### src/rtl/disp_scan_ctrl_if.sv
// Host-side bundle for the seven-segment scan controller.
// commit_req is a level held by the host until it sees the one-cycle commit_ack.
// A request still high in the cycle after the ack is treated as a new request.
interface disp_scan_ctrl_if;
    logic       enable;
    logic       wr_en;
    logic [1:0] wr_addr;
    logic [3:0] wr_data;
    logic       wr_dp;
    logic       wr_blank;
    logic       commit_req;
    logic       commit_ack;
    logic       frame_start;
    logic [7:0] seg;
    logic [3:0] sl;
    logic [1:0] state_dbg;
    logic [1:0] digit_dbg;

    modport master (
        output enable, wr_en, wr_addr, wr_data, wr_dp, wr_blank, commit_req,
        input  commit_ack, frame_start, seg, sl, state_dbg, digit_dbg
    );

    modport slave (
        input  enable, wr_en, wr_addr, wr_data, wr_dp, wr_blank, commit_req,
        output commit_ack, frame_start, seg, sl, state_dbg, digit_dbg
    );
endinterface

### src/rtl/disp_scan_ctrl.sv
// Four-digit multiplexed seven-segment scanner with a double-buffered digit file
// that is committed only at frame boundaries, and blanking gaps between digits.
module disp_scan_ctrl #(
    parameter int CLK_DIV   = 1000,
    parameter int BLANK_CYC = 8
) (
    input  logic           clk,
    input  logic           rst_n,
    disp_scan_ctrl_if.slave bus
);

    localparam int MAXC = (CLK_DIV > BLANK_CYC) ? CLK_DIV : BLANK_CYC;
    localparam int CW   = (MAXC > 1) ? $clog2(MAXC) : 1;
    localparam logic [CW-1:0] BLANK_LAST = CW'(BLANK_CYC - 1);
    localparam logic [CW-1:0] SHOW_LAST  = CW'(CLK_DIV - 1);

    typedef enum logic [1:0] {
        ST_IDLE  = 2'd0,
        ST_BLANK = 2'd1,
        ST_SHOW  = 2'd2
    } state_t;

    typedef struct packed {
        logic       blank;
        logic       dp;
        logic [3:0] data;
    } digit_t;

    digit_t shadow [4];
    digit_t active [4];

    state_t        state;
    logic [1:0]    digit;
    logic [CW-1:0] cnt;
    logic [3:0]    sl_q;
    logic [7:0]    seg_q;
    logic          ack_q;
    logic          fs_q;

    state_t        nxt_state;
    logic [1:0]    nxt_digit;
    logic [CW-1:0] nxt_cnt;
    logic          frame_end;
    logic          do_commit;
    logic          frame_open;
    digit_t        nxt_ent;
    logic [7:0]    nxt_seg;
    logic [3:0]    nxt_sl;

    function automatic logic [6:0] hex7(input logic [3:0] h);
        logic [6:0] s;
        case (h)
            4'h0: s = 7'h3F;
            4'h1: s = 7'h06;
            4'h2: s = 7'h5B;
            4'h3: s = 7'h4F;
            4'h4: s = 7'h66;
            4'h5: s = 7'h6D;
            4'h6: s = 7'h7D;
            4'h7: s = 7'h07;
            4'h8: s = 7'h7F;
            4'h9: s = 7'h6F;
            4'hA: s = 7'h77;
            4'hB: s = 7'h7C;
            4'hC: s = 7'h39;
            4'hD: s = 7'h5E;
            4'hE: s = 7'h79;
            default: s = 7'h71;
        endcase
        return s;
    endfunction

    always_comb begin
        nxt_state = state;
        nxt_digit = digit;
        nxt_cnt   = cnt;
        if (!bus.enable) begin
            nxt_state = ST_IDLE;
            nxt_digit = 2'd0;
            nxt_cnt   = '0;
        end else begin
            case (state)
                ST_IDLE: begin
                    nxt_state = ST_BLANK;
                    nxt_digit = 2'd0;
                    nxt_cnt   = '0;
                end
                ST_BLANK: begin
                    if (cnt == BLANK_LAST) begin
                        nxt_state = ST_SHOW;
                        nxt_cnt   = '0;
                    end else begin
                        nxt_cnt = cnt + CW'(1);
                    end
                end
                ST_SHOW: begin
                    if (cnt == SHOW_LAST) begin
                        nxt_state = ST_BLANK;
                        nxt_digit = digit + 2'd1;
                        nxt_cnt   = '0;
                    end else begin
                        nxt_cnt = cnt + CW'(1);
                    end
                end
                default: begin
                    nxt_state = ST_IDLE;
                    nxt_digit = 2'd0;
                    nxt_cnt   = '0;
                end
            endcase
        end

        // Idle counts as a permanent frame boundary; the ack cycle's request is the one just served.
        frame_end  = (state == ST_IDLE) ||
                     ((state == ST_SHOW) && (digit == 2'd3) && (cnt == SHOW_LAST));
        do_commit  = bus.commit_req && !ack_q && frame_end;
        frame_open = (nxt_state == ST_BLANK) && (state != ST_BLANK) && (nxt_digit == 2'd0);

        // A commit never coincides with entering SHOW, so active is stable here.
        nxt_ent = active[nxt_digit];
        nxt_seg = 8'h00;
        nxt_sl  = 4'b1111;
        if (nxt_state == ST_SHOW) begin
            nxt_sl = ~(4'b0001 << nxt_digit);
            if (!nxt_ent.blank) begin
                nxt_seg = {nxt_ent.dp, hex7(nxt_ent.data)};
            end
        end
    end

    // Nonblocking copy: a write on the commit edge lands only in shadow.
    always_ff @(posedge clk or negedge rst_n) begin
        if (!rst_n) begin
            for (int i = 0; i < 4; i++) begin
                shadow[i] <= '0;
                active[i] <= '0;
            end
        end else begin
            if (do_commit) begin
                for (int i = 0; i < 4; i++) begin
                    active[i] <= shadow[i];
                end
            end
            if (bus.wr_en) begin
                shadow[bus.wr_addr] <= '{blank: bus.wr_blank, dp: bus.wr_dp, data: bus.wr_data};
            end
        end
    end

    always_ff @(posedge clk or negedge rst_n) begin
        if (!rst_n) begin
            state <= ST_IDLE;
            digit <= 2'd0;
            cnt   <= '0;
            sl_q  <= 4'b1111;
            seg_q <= 8'h00;
            ack_q <= 1'b0;
            fs_q  <= 1'b0;
        end else begin
            state <= nxt_state;
            digit <= nxt_digit;
            cnt   <= nxt_cnt;
            sl_q  <= nxt_sl;
            seg_q <= nxt_seg;
            ack_q <= do_commit;
            fs_q  <= frame_open;
        end
    end

    assign bus.sl          = sl_q;
    assign bus.seg         = seg_q;
    assign bus.commit_ack  = ack_q;
    assign bus.frame_start = fs_q;
    assign bus.state_dbg   = state;
    assign bus.digit_dbg   = digit;

endmodule

### src/flat_wrapper.sv
// flat-port wrapper written by rule: the top's interface ports become plain ports
module disp_scan_ctrl_flat 
#(
    parameter int CLK_DIV   = 1000,
    parameter int BLANK_CYC = 8
)
  (clk, rst_n, bus_enable, bus_wr_en, bus_wr_addr, bus_wr_data, bus_wr_dp, bus_wr_blank, bus_commit_req, bus_commit_ack, bus_frame_start, bus_seg, bus_sl, bus_state_dbg, bus_digit_dbg);
  disp_scan_ctrl_if bus_i ();
  input  logic clk;
  input  logic rst_n;
  input wire logic [$bits(bus_i.enable)-1:0] bus_enable;
  input wire logic [$bits(bus_i.wr_en)-1:0] bus_wr_en;
  input wire logic [$bits(bus_i.wr_addr)-1:0] bus_wr_addr;
  input wire logic [$bits(bus_i.wr_data)-1:0] bus_wr_data;
  input wire logic [$bits(bus_i.wr_dp)-1:0] bus_wr_dp;
  input wire logic [$bits(bus_i.wr_blank)-1:0] bus_wr_blank;
  input wire logic [$bits(bus_i.commit_req)-1:0] bus_commit_req;
  output wire logic [$bits(bus_i.commit_ack)-1:0] bus_commit_ack;
  output wire logic [$bits(bus_i.frame_start)-1:0] bus_frame_start;
  output wire logic [$bits(bus_i.seg)-1:0] bus_seg;
  output wire logic [$bits(bus_i.sl)-1:0] bus_sl;
  output wire logic [$bits(bus_i.state_dbg)-1:0] bus_state_dbg;
  output wire logic [$bits(bus_i.digit_dbg)-1:0] bus_digit_dbg;
  assign bus_i.enable = bus_enable;
  assign bus_i.wr_en = bus_wr_en;
  assign bus_i.wr_addr = bus_wr_addr;
  assign bus_i.wr_data = bus_wr_data;
  assign bus_i.wr_dp = bus_wr_dp;
  assign bus_i.wr_blank = bus_wr_blank;
  assign bus_i.commit_req = bus_commit_req;
  assign bus_commit_ack = bus_i.commit_ack;
  assign bus_frame_start = bus_i.frame_start;
  assign bus_seg = bus_i.seg;
  assign bus_sl = bus_i.sl;
  assign bus_state_dbg = bus_i.state_dbg;
  assign bus_digit_dbg = bus_i.digit_dbg;
  disp_scan_ctrl #(.CLK_DIV(CLK_DIV), .BLANK_CYC(BLANK_CYC)) u_core (.clk(clk), .rst_n(rst_n), .bus(bus_i));
endmodule
### config.mk
export PLATFORM = sky130hd
export DESIGN_NAME = disp_scan_ctrl_flat
export DESIGN_NICKNAME = d
export VERILOG_FILES = /design/src/rtl/disp_scan_ctrl_if.sv /design/src/rtl/disp_scan_ctrl.sv /design/src/flat_wrapper.sv
export SDC_FILE = /design/constraint.sdc
export NUM_CORES = 1
export LEC_CHECK = 0
export BUFFER_PORTS_ARGS = -buffer_cell sky130_fd_sc_hd__clkbuf_2
export CAP_MARGIN = 20
export CELL_PAD_IN_SITES_DETAIL_PLACEMENT = 0
export CELL_PAD_IN_SITES_GLOBAL_PLACEMENT = 2
export CORE_UTILIZATION = 42
export DETAILED_ROUTE_END_ITERATION = 16
export PLACE_DENSITY = 0.87
export SETUP_SLACK_MARGIN = 0.05
export SLEW_MARGIN = 15
export SYNTH_ARGS = -nofsm -noshare
export SYNTH_HDL_FRONTEND = slang
export SYNTH_SLANG_ARGS = --single-unit
export TNS_END_PERCENT = 5
### constraint.sdc
create_clock -name clk -period 6.7 [get_ports clk]
set_clock_uncertainty 0.05 [all_clocks]
set_input_delay 0.335 -clock clk [delete_from_list [all_inputs] [get_ports clk]]
set_output_delay 0.335 -clock clk [all_outputs]
set_load 0.05 [all_outputs]
==> results of run 1 <==
## power groups by stage
stage,registers (uW),clock network [uW],logic (uW)
global placement,578,0,204
CTS,570,373,209
floorplan,567,0,158
detailed placement,579,0,207
finish,570,363,207
global route,578,396,237
## cells by family after synthesis
kind of cell	count (synthesis)	share of synthesized area [%]
and+or+nand+nor	145	19.3
DFF	76	51.3
AOI/OAI and AO/OA	47	10.0
muxes	35	10.5
buffers and inverters	20	2.46
adders and majority gates	12	4.04
xor gates and xnor gates	10	2.36
## worst max-delay path, stage by stage (launching register included)
cell and delay [ns]:
dfrtp_1 0.44, inv_1 0.09, ha_1 0.34, nand4b_1 0.16
or4_4 0.48, nand3_4 0.26, mux2i_1 0.22, mux2_2 0.25
inv_2 0.07, ha_1 0.27, mux2_1 0.31, o32a_1 0.17
a31oi_1 0.13
## area by class of cell
type	count	area, sq um
flip-flops and latches	76	1910
clock buffers	9	124
repair buffers	31	158
inverters	11	41.3
clock inverters	7	81.3
multi-input cells	249	1720
fillers	791	4220
well taps	105	131
## worst paths after layout
path | startpoint | endpoint | slack, ns
worst min register to register | u_core.cnt[0]$_DFF_PN0_ | u_core.cnt[0]$_DFF_PN0_ | 0.42
worst max register to register | u_core.bus.state_dbg[0]$_DFF_PN0_ | u_core.bus.seg[0]$_DFF_PN0_ | 3.37
min in group clk | bus_wr_data[0] | u_core.shadow[12]$_DFFE_PN0P_ | 0.21
worst min-delay path | rst_n | u_core.shadow[7]$_DFFE_PN0P_ | 0.09
worst max-delay path | u_core.bus.state_dbg[0]$_DFF_PN0_ | u_core.bus.seg[0]$_DFF_PN0_ | 3.37
max in group asynchronous | rst_n | u_core.bus.seg[3]$_DFF_PN0_ | 5.93
## through the flow
step	utilization (%)	setup slack [ns]	hold slack, ns
after CTS	49.6	3.38	0.119
after floorplan	-	3.42	-0.0106
final	49.6	3.37	0.0873
after global placement	47.1	3.53	0.396
after detailed placement	47.1	3.40	0.405
after global routing	49.6	3.17	0.162
## layer usage
metal / GRT usage (%) / vias to the layer above / wire length (um)
li1: - / 1279 / -
met1: 27.0 / 1248 / 3860
met2: 28.4 / 32 / 3370
met3: 2.69 / 7 / 186
met4: 7.09 / 0 / 82
met5: 0 / - / 0
## registers in the layout (all words and copies together) (netlist names)
name	count
u_core.bus.commit_ack	1
u_core.active	24
u_core.bus.sl	4
u_core.bus.frame_start	1
u_core.cnt	10
u_core.bus.state_dbg	2
u_core.bus.seg	8
u_core.shadow	24
u_core.bus.digit_dbg	2
## layout by cell type, fill, tap and decap left out, types with 3 or more instances in the layout
cell type	synthesis	final
xnor2_1	4	4
a221oi_2	3	3
a31oi_1	4	4
nand3_1	8	8
dfrtp_1	72	72
o21ai_1	3	3
a21oi_1	8	8
nand3b_1	3	3
xor2_1	6	6
clkbuf_8	0	9
inv_1	8	8
clkbuf_2	0	29
ha_1	12	12
mux2_2	26	26
nor3_1	4	4
nor2_1	19	19
o21ai_0	3	3
nand4_1	3	3
and3_1	4	4
o22ai_1	3	3
nand2_1	82	82
mux2i_1	6	6
inv_6	0	3
o31a_1	3	3
and2_1	4	4
dfstp_2	4	4
inv_2	3	3
==> impl_metrics.py, run 1 <==
metrics = {
    "outcome": {
        "status": "completed",
    },
    "clock_network": {
        "cts_tree": "built",
        "clk_pin_slew_ns": 0.09,
        "postCtsHoldBufs": 0,
        "cts_root_buf": "clkbuf_8",
        "cts-buffers-inserted": 9,
        "clk_latency_ns": 0.35,
        "cts_num_sinks": 76,
        "cts_setup_buffers": 0,
        "cts_resized": 0,
        "cts_htree_levels": 3,
        "clock_path_buffers": 2,
    },
    "timing": {
        "relSlewSlack_pct": 37.9,
        "finalSetupViolations": 0,
        "maxSlewViolCount": 0,
        "min_period_ns": 3.33,
        "rsz0062_at_grt": "no",
        "fmax_ghz": 0.301,
        "setup-tns-final_ns": 0,
        "hold_violations": 0,
        "worst_pin_slew_ns": 0.932,
        "finalCritPeriodShare_pct": 49.6,
    },
    "synth": {
        "synth.largest_area_cell": "dfrtp_1",
        "yosysWarnings": 0,
        "synth.avg_cell_area_sq_um": 10.8,
        "synth_edf_count": 0,
        "synth_top_area_share_pct": 48.5,
        "synth_cells": 345,
        "synthFlopType": "dfrtp_1",
        "synth_seq_cells": 76,
        "async_flop_share_pct": 100,
        "netlist_top_cells_count": "nand2_1 (82), dfrtp_1 (72), mux2_2 (26), nor2_1 (19), ha_1 (12)",
        "syn_area_sq_mm": 0.00372,
        "synth_nets": 370,
        "ys_types": 61,
        "synthMostInstantiatedCell": "nand2_1",
        "yosysSeqAreaShare_pct": 51.3,
        "ys_top_cells_by_area": "dfrtp_1 (48%), nand2_1 (8.3%), mux2_2 (7.9%)",
    },
    "placed_design": {
        "hpwlAfterDp_um": 5290,
        "place_area_sq_mm": 0.00395,
        "io_buffers": 30,
        "finalWeightedCongestion": 0.782,
        "placed_cells": 471,
    },
    "detailed_routing": {
        "drc": 0,
        "avgViaCountPerCell": 5.26,
        "routed_wl_um": 7510,
        "wire_per_inst_um": 15.4,
        "first_iter_violations": 150,
        "dr.pass1.iters": 5,
        "drtAntennaViolNets": 0,
        "vias": 2566,
    },
    "power_and_ir_drop": {
        "p_comb_share_pct": 18.2,
        "peakVddDrop_mv": 0.163,
        "clock_power_share_pct": 31.8,
        "p_seq_share_pct": 50.0,
        "p_switching_uw": 349,
        "power.internal_uw": 791,
        "power_uw": 1140,
        "pwr_density_cell_mw_per_mm2": 274,
        "p_leak_uw": 0.00192,
        "switching_share_pct": 30.6,
    },
    "cells_and_area": {
        "diodes": 0,
        "synthToLayoutAreaGrowth_pct": 12.0,
        "finalNonFillerCells": 488,
        "nets": 403,
        "drive_gt1_share_pct": 25.1,
        "fin_area_sq_mm": 0.00416,
    },
    "floorplanning": {
        "rows": 33,
        "die-height_um": 96.1,
        "core_area_sq_mm": 0.00838,
        "die_w_um": 96.1,
        "io_pins": 31,
        "start_util_pct": 44.3,
        "die-area_sq_mm": 0.00923,
    },
    "critical_path": {
        "crit_type": "flop to flop",
        "cp.arrival_ns": 3.54,
        "critPathCaptureType": "flop",
        "r2r.worst_path.cells": 12,
        "startpoint_type": "flop",
        "crit_fanout": 22,
        "cp.required_ns": 6.91,
    },
    "grt": {
        "gr-total-overflow": 0,
        "grt_pass1_wl_um": 13000,
        "antenna_found_initial": 0,
        "grt.total_usage_pct": 18.7,
        "grt_max_degree": 77,
        "first_global_vias": 2575,
    },
    "min_path": {
        "hold_class": "input port to asynchronous set/reset pin",
    },
    "run": {
        "cap_violations": 0,
    },
}
Note: power is estimated with default switching activity, not from simulation.
==> inputs of run 2 (changes only) <==
--- a/config.mk
+++ b/config.mk
@@ -9,9 +9,9 @@
 export CAP_MARGIN = 20
 export CELL_PAD_IN_SITES_DETAIL_PLACEMENT = 0
 export CELL_PAD_IN_SITES_GLOBAL_PLACEMENT = 2
-export CORE_UTILIZATION = 42
+export CORE_UTILIZATION = 35
 export DETAILED_ROUTE_END_ITERATION = 16
-export PLACE_DENSITY = 0.87
+export PLACE_DENSITY = 0.77
 export SETUP_SLACK_MARGIN = 0.05
 export SLEW_MARGIN = 15
 export SYNTH_ARGS = -nofsm -noshare
==> constraint.sdc (replaced) <==
create_clock -name clk -period 2.9 [get_ports clk]
set_clock_uncertainty 0.05 [all_clocks]
set_input_delay 0.145 -clock clk [delete_from_list [all_inputs] [get_ports clk]]
set_output_delay 0.145 -clock clk [all_outputs]
set_load 0.05 [all_outputs]
==> run 2 against run 1 <==
Register-to-register slack worse by 3.3 ns. Critical path type unchanged. Setup slack got worse by 3.3 ns. Final area increased by 11%. Utilization down 5.1 points. Global-route usage shrank 2.2 points. Via count grew 8.5%.
==> impl_metrics.py, run 2 (synthesis results as in run 1) <==
metrics = {
    "outcome": {
        "status": "completed",
    },
    "timing": {
        "rsz0062_at_grt": "yes",
        "fmax_ghz": 0.354,
        "fin_hold_ws_ns": 0.0284,
        "finalCritPeriodShare_pct": 97.3,
        "hold_violations": 0,
        "min_period_ns": 2.82,
        "finalSetupViolations": 0,
        "relSlewSlack_pct": 35.9,
        "maxSlewViolCount": 0,
        "worst_pin_slew_ns": 0.962,
    },
    "detailed_routing": {
        "vias": 2783,
        "routed_wl_um": 8490,
        "dr.pass1.iters": 4,
        "drc": 0,
        "first_iter_violations": 108,
        "avgViaCountPerCell": 5.00,
        "wire_per_inst_um": 15.2,
        "drtAntennaViolNets": 0,
    },
    "grt": {
        "grt_pass1_wl_um": 14200,
        "grt_max_degree": 77,
        "grt.total_usage_pct": 16.6,
        "first_global_vias": 2782,
        "gr-total-overflow": 0,
        "antenna_found_initial": 0,
    },
    "floorplanning": {
        "start_util_pct": 36.0,
        "die-area_sq_mm": 0.0110,
        "core_area_sq_mm": 0.0103,
        "io_pins": 31,
        "die_w_um": 105,
        "rows": 37,
        "die-height_um": 105,
    },
    "critical_path": {
        "crit_type": "flop to flop",
        "startpoint_type": "flop",
        "cp.required_ns": 3.11,
        "critPathCaptureType": "flop",
        "crit_fanout": 5,
        "cp.arrival_ns": 3.04,
    },
    "min_path": {
        "hold_class": "input port to flop",
    },
    "clock_network": {
        "cts-buffers-inserted": 9,
        "cts_root_buf": "clkbuf_8",
        "cts_num_sinks": 76,
        "cts_tree": "built",
        "cts_htree_levels": 3,
        "clk_pin_slew_ns": 0.09,
        "clock_path_buffers": 2,
        "clk_latency_ns": 0.35,
    },
    "run": {
        "cap_violations": 0,
    },
    "power_and_ir_drop": {
        "p_leak_uw": 0.00213,
        "peakVddDrop_mv": 0.257,
        "pwr_density_cell_mw_per_mm2": 603,
    },
    "cells_and_area": {
        "nets": 441,
        "synthToLayoutAreaGrowth_pct": 23.8,
        "finalNonFillerCells": 557,
        "mostFrequentLayoutCell": "nand2_1",
        "diodes": 0,
        "drive_gt1_share_pct": 34.7,
        "layout_common_cells": "nand2_1 (82), dfrtp_1 (70), buf_4 (34), clkbuf_2 (29), mux2_2 (25)",
        "top_regs": "u_core.active (24), u_core.shadow (24), u_core.cnt (10)",
    },
    "placed_design": {
        "placed_cells": 523,
        "finalWeightedCongestion": 0.793,
        "io_buffers": 30,
        "hpwlAfterDp_um": 5730,
    },
}
[run 2: cell types whose count changed in the layout (fill, tap and decap cells not counted), moves of 2 or more]
| cell | change |
|---|---|
| a21oi_1 | -2 |
| a21oi_2 | +2 |
| buf_4 | +33 |
| dfrtp_1 | -2 |
| dfrtp_2 | +2 |
| dlygate4sd3_1 | +5 |
| ha_1 | -6 |
| ha_2 | +2 |
| ha_4 | +4 |
| inv_1 | -4 |
| inv_4 | +3 |
| mux2_4 | +2 |
[run 2: cell type report]
type / instances / area, sq um
Multi-Input combinational cell: 249 / 1810
Clock buffer: 10 / 138
Tap cell: 136 / 170
Fill cell: 1004 / 5720
Timing Repair Buffer: 69 / 462
Sequential cell: 76 / 1910
Clock inverter: 6 / 68.8
Inverter: 11 / 48.8
[run 2: worst paths after layout]
check                           depth (start not counted)                           endpoint                              start  slack (ns)
worst min register to register                          2       u_core.active[4]$_DFFE_PN0P_       u_core.active[4]$_DFFE_PN0P_        0.43
worst max register to register                         13        u_core.bus.seg[6]$_DFF_PN0_  u_core.bus.state_dbg[1]$_DFF_PN0_        0.08
worst min-delay path                                    2       u_core.shadow[8]$_DFFE_PN0P_                     bus_wr_data[2]        0.03
worst max-delay path                                   13        u_core.bus.seg[6]$_DFF_PN0_  u_core.bus.state_dbg[1]$_DFF_PN0_        0.08
max in group asynchronous                               2  u_core.bus.state_dbg[0]$_DFF_PN0_                              rst_n        1.72
min in group asynchronous                               2        u_core.bus.seg[5]$_DFF_PN0_                              rst_n        0.44
[run 2: through the flow]
stage | utilization (%) | instance area (sq um) | setup TNS (ns) | total power, uW | setup WS [ns]
3_3_place_gp | 40.4 | 4170 | 0 | 1830 | 0.0616
5_1_grt | 44.6 | 4600 | -0.155 | 2950 | -0.0935
2_1_floorplan | - | 3740 | -0.271 | 1680 | -0.0975
6_report | 44.6 | 4600 | 0 | 2770 | 0.0791
4_1_cts | 43.5 | 4500 | 0 | 2760 | 0.0130
3_5_place_dp | 40.4 | 4170 | -0.0672 | 1840 | -0.0605
[run 2: routing by layer]
metal	global-route usage [%]	routed length (um)	share of wire (%)
met1	23.1	4180	49
met2	24.5	3860	45
met3	4.37	346	4.1
met4	6.44	104	1.2
met5	0	0	0
[run 2: repair_timing]
action | in CTS | in global routing
setup endpoints to repair | 4 | 7
buffers inserted | 8 | 5
resized for setup | 7 | 11
pin swaps | 6 | 10
hold buffers | 4 | 1
hold endpoints to repair | 82 | 1
[run 2: power breakdown]
part | internal (uW) | switching (uW) | leakage, uW
clock | 427 | 424 | 0.000103
combinational | 290 | 315 | 0.00107
sequential | 1210 | 103 | 0.000954
[run 2: worst max-delay path: stages (launching register included)]
cell and delay, ns:
dfrtp_2 0.40, inv_2 0.06, ha_4 0.27, nand4b_1 0.13
or4_4 0.47, nand3_4 0.15, mux2i_1 0.21, mux2_4 0.23
inv_4 0.05, ha_4 0.16, inv_4 0.05, a21oi_2 0.04
a21o_1 0.18, a221oi_2 0.27
==> inputs of run 3 (changes only) <==
--- a/config.mk
+++ b/config.mk
@@ -11,6 +11,7 @@
 export CELL_PAD_IN_SITES_GLOBAL_PLACEMENT = 2
 export CORE_UTILIZATION = 35
 export DETAILED_ROUTE_END_ITERATION = 16
+export GPL_TIMING_DRIVEN = 0
 export PLACE_DENSITY = 0.77
 export SETUP_SLACK_MARGIN = 0.05
 export SLEW_MARGIN = 15
==> run 3 against run 2 <==
Via count is 1.6% lower. First-iteration DRC count is 34% higher. Fmax is 2.4% lower. Die area stayed put. Critical path type unchanged. Sequential share of layout area is 0.30 points lower. Final area is 0.73% higher. Hold slack worse by 0.019 ns.
==> impl_metrics.py, run 3 (synthesis results as in run 1) <==
metrics = {
    "outcome": {
        "status": "completed",
    },
    "timing": {
        "min_period_ns": 2.89,
        "rsz0062_at_grt": "yes",
        "fmax_ghz": 0.346,
        "finalCritPeriodShare_pct": 99.6,
        "finalSetupViolations": 0,
        "maxSlewViolCount": 0,
        "worst_pin_slew_ns": 0.971,
        "relSlewSlack_pct": 35.1,
        "hold_violations": 0,
    },
    "power_and_ir_drop": {
        "power_uw": 2770,
        "peakVddDrop_mv": 0.284,
        "p_leak_uw": 0.00211,
        "pwr_density_cell_mw_per_mm2": 599,
    },
    "detailed_routing": {
        "routed_wl_um": 8230,
        "drc": 0,
        "drtAntennaViolNets": 0,
        "wire_per_inst_um": 14.9,
        "avgViaCountPerCell": 4.96,
        "first_iter_violations": 145,
        "vias": 2738,
        "dr.pass1.iters": 6,
    },
    "clock_network": {
        "cts_num_sinks": 76,
        "clk_latency_ns": 0.35,
        "cts_tree": "built",
        "clk_pin_slew_ns": 0.09,
        "cts-buffers-inserted": 9,
        "cts_htree_levels": 3,
        "clock_path_buffers": 2,
        "cts_root_buf": "clkbuf_8",
    },
    "cells_and_area": {
        "fin_area_sq_mm": 0.00464,
        "layout_common_cells": "nand2_1 (81), dfrtp_1 (70), clkbuf_2 (29), mux2_2 (25), buf_4 (21)",
        "nFillCells": 1002,
        "top_regs": "u_core.active (24), u_core.shadow (24), u_core.cnt (10)",
        "diodes": 0,
        "mostFrequentLayoutCell": "nand2_1",
        "synthToLayoutAreaGrowth_pct": 24.7,
        "nets": 436,
        "drive_gt1_share_pct": 34.9,
    },
    "floorplanning": {
        "start_util_pct": 36.0,
        "core_area_sq_mm": 0.0103,
        "rows": 37,
        "die_w_um": 105,
        "die-height_um": 105,
        "io_pins": 31,
        "die-area_sq_mm": 0.0110,
    },
    "placed_design": {
        "io_buffers": 30,
        "hpwlAfterDp_um": 5650,
        "finalWeightedCongestion": 0.759,
        "place_area_sq_mm": 0.00409,
    },
    "run": {
        "cap_violations": 0,
    },
    "critical_path": {
        "cp.required_ns": 3.11,
        "crit_fanout": 5,
        "r2r_start": "u_core.bus.state_dbg[0]$_DFF_PN0_",
        "critPathCaptureType": "flop",
        "startpoint_type": "flop",
        "cp.arrival_ns": 3.10,
        "crit_type": "flop to flop",
        "crit_path_start": "u_core.bus.state_dbg[0]$_DFF_PN0_",
    },
    "grt": {
        "first_global_vias": 2810,
        "grt.total_usage_pct": 16.5,
        "antenna_found_initial": 0,
        "grt_pass1_wl_um": 14200,
        "grt_max_degree": 57,
        "gr-total-overflow": 0,
    },
    "min_path": {
        "hold_class": "input port to flop",
        "min_from": "bus_wr_data[0]",
    },
}
-- run 3: timing repair --
action / in CTS / in global routing
hold endpoints to repair: 20 / 1
buffers inserted: 17 / 5
pin swaps: 9 / 11
endpoints found under the setup margin: 8 / 22
hold buffers: 1 / 1
gates resized for setup: 22 / 12
-- run 3: final timing paths --
kind	end	slack [ns]	depth (start not counted)
min in group asynchronous	u_core.cnt[6]$_DFF_PN0_	0.19	2
setup / recovery	u_core.bus.seg[6]$_DFF_PN0_	0.01	14
hold / removal	u_core.shadow[6]$_DFFE_PN0P_	0.009	2
max in group asynchronous	u_core.shadow[11]$_DFFE_PN0P_	2.03	3
setup reg to reg	u_core.bus.seg[6]$_DFF_PN0_	0.01	14
hold reg to reg	u_core.active[10]$_DFFE_PN0P_	0.42	2
-- run 3: critical path: stages (launching register included) --
cell	delay, ns
dfrtp_2	0.41
inv_4	0.06
ha_4	0.26
nand4b_1	0.12
or4_4	0.47
nand3_4	0.11
buf_8	0.11
mux2i_1	0.19
mux2_4	0.25
inv_4	0.06
ha_4	0.16
inv_4	0.05
a21oi_2	0.03
a21o_1	0.17
a221oi_2	0.27
-- run 3: report_power, final --
part	switching (uW)	leakage [uW]	internal, uW
Clock	436	0.0000984	411
Sequential	99.2	0.000954	1210
Combinational	318	0.00106	297
Total	854	0.00211	1920
-- run 3: area by class of cell --
type,instances,area (sq um),share of cell area (%)
Sequential cell,76,1910,41.2
Clock buffer,9,124,2.67
Clock inverter,7,82.6,1.78
Inverter,11,56.3,1.21
Buffer,9,50.0,1.08
Multi-Input combinational cell,249,1870,40.4
Timing Repair Buffer,55,373,8.04
Tap cell,136,170,3.67
-- run 3: metal layers --
layer	global-route usage, %	part of all wire (%)	vias up
met1	22.4	49	1324
met2	26.2	46	54
li1	-	-	1351
met4	6.24	1.4	0
met3	3.06	3.3	9
met5	0	0	-
-- run 3: through the flow --
step                      instances  utilization, %  setup WS [ns]  TNS [ns]  hold slack, ns
after CTS                       546            43.9        -0.0467    -0.154         0.00714
after detailed placement        512            39.6         -0.326     -1.63          0.0462
after global placement          511            39.3         -0.314     -1.48           0.374
final                           552            44.9         0.0109         0         0.00928
after floorplan                 345               -        -0.0975    -0.271          -0.201
after global routing            552            44.9         -0.133    -0.453        0.000104
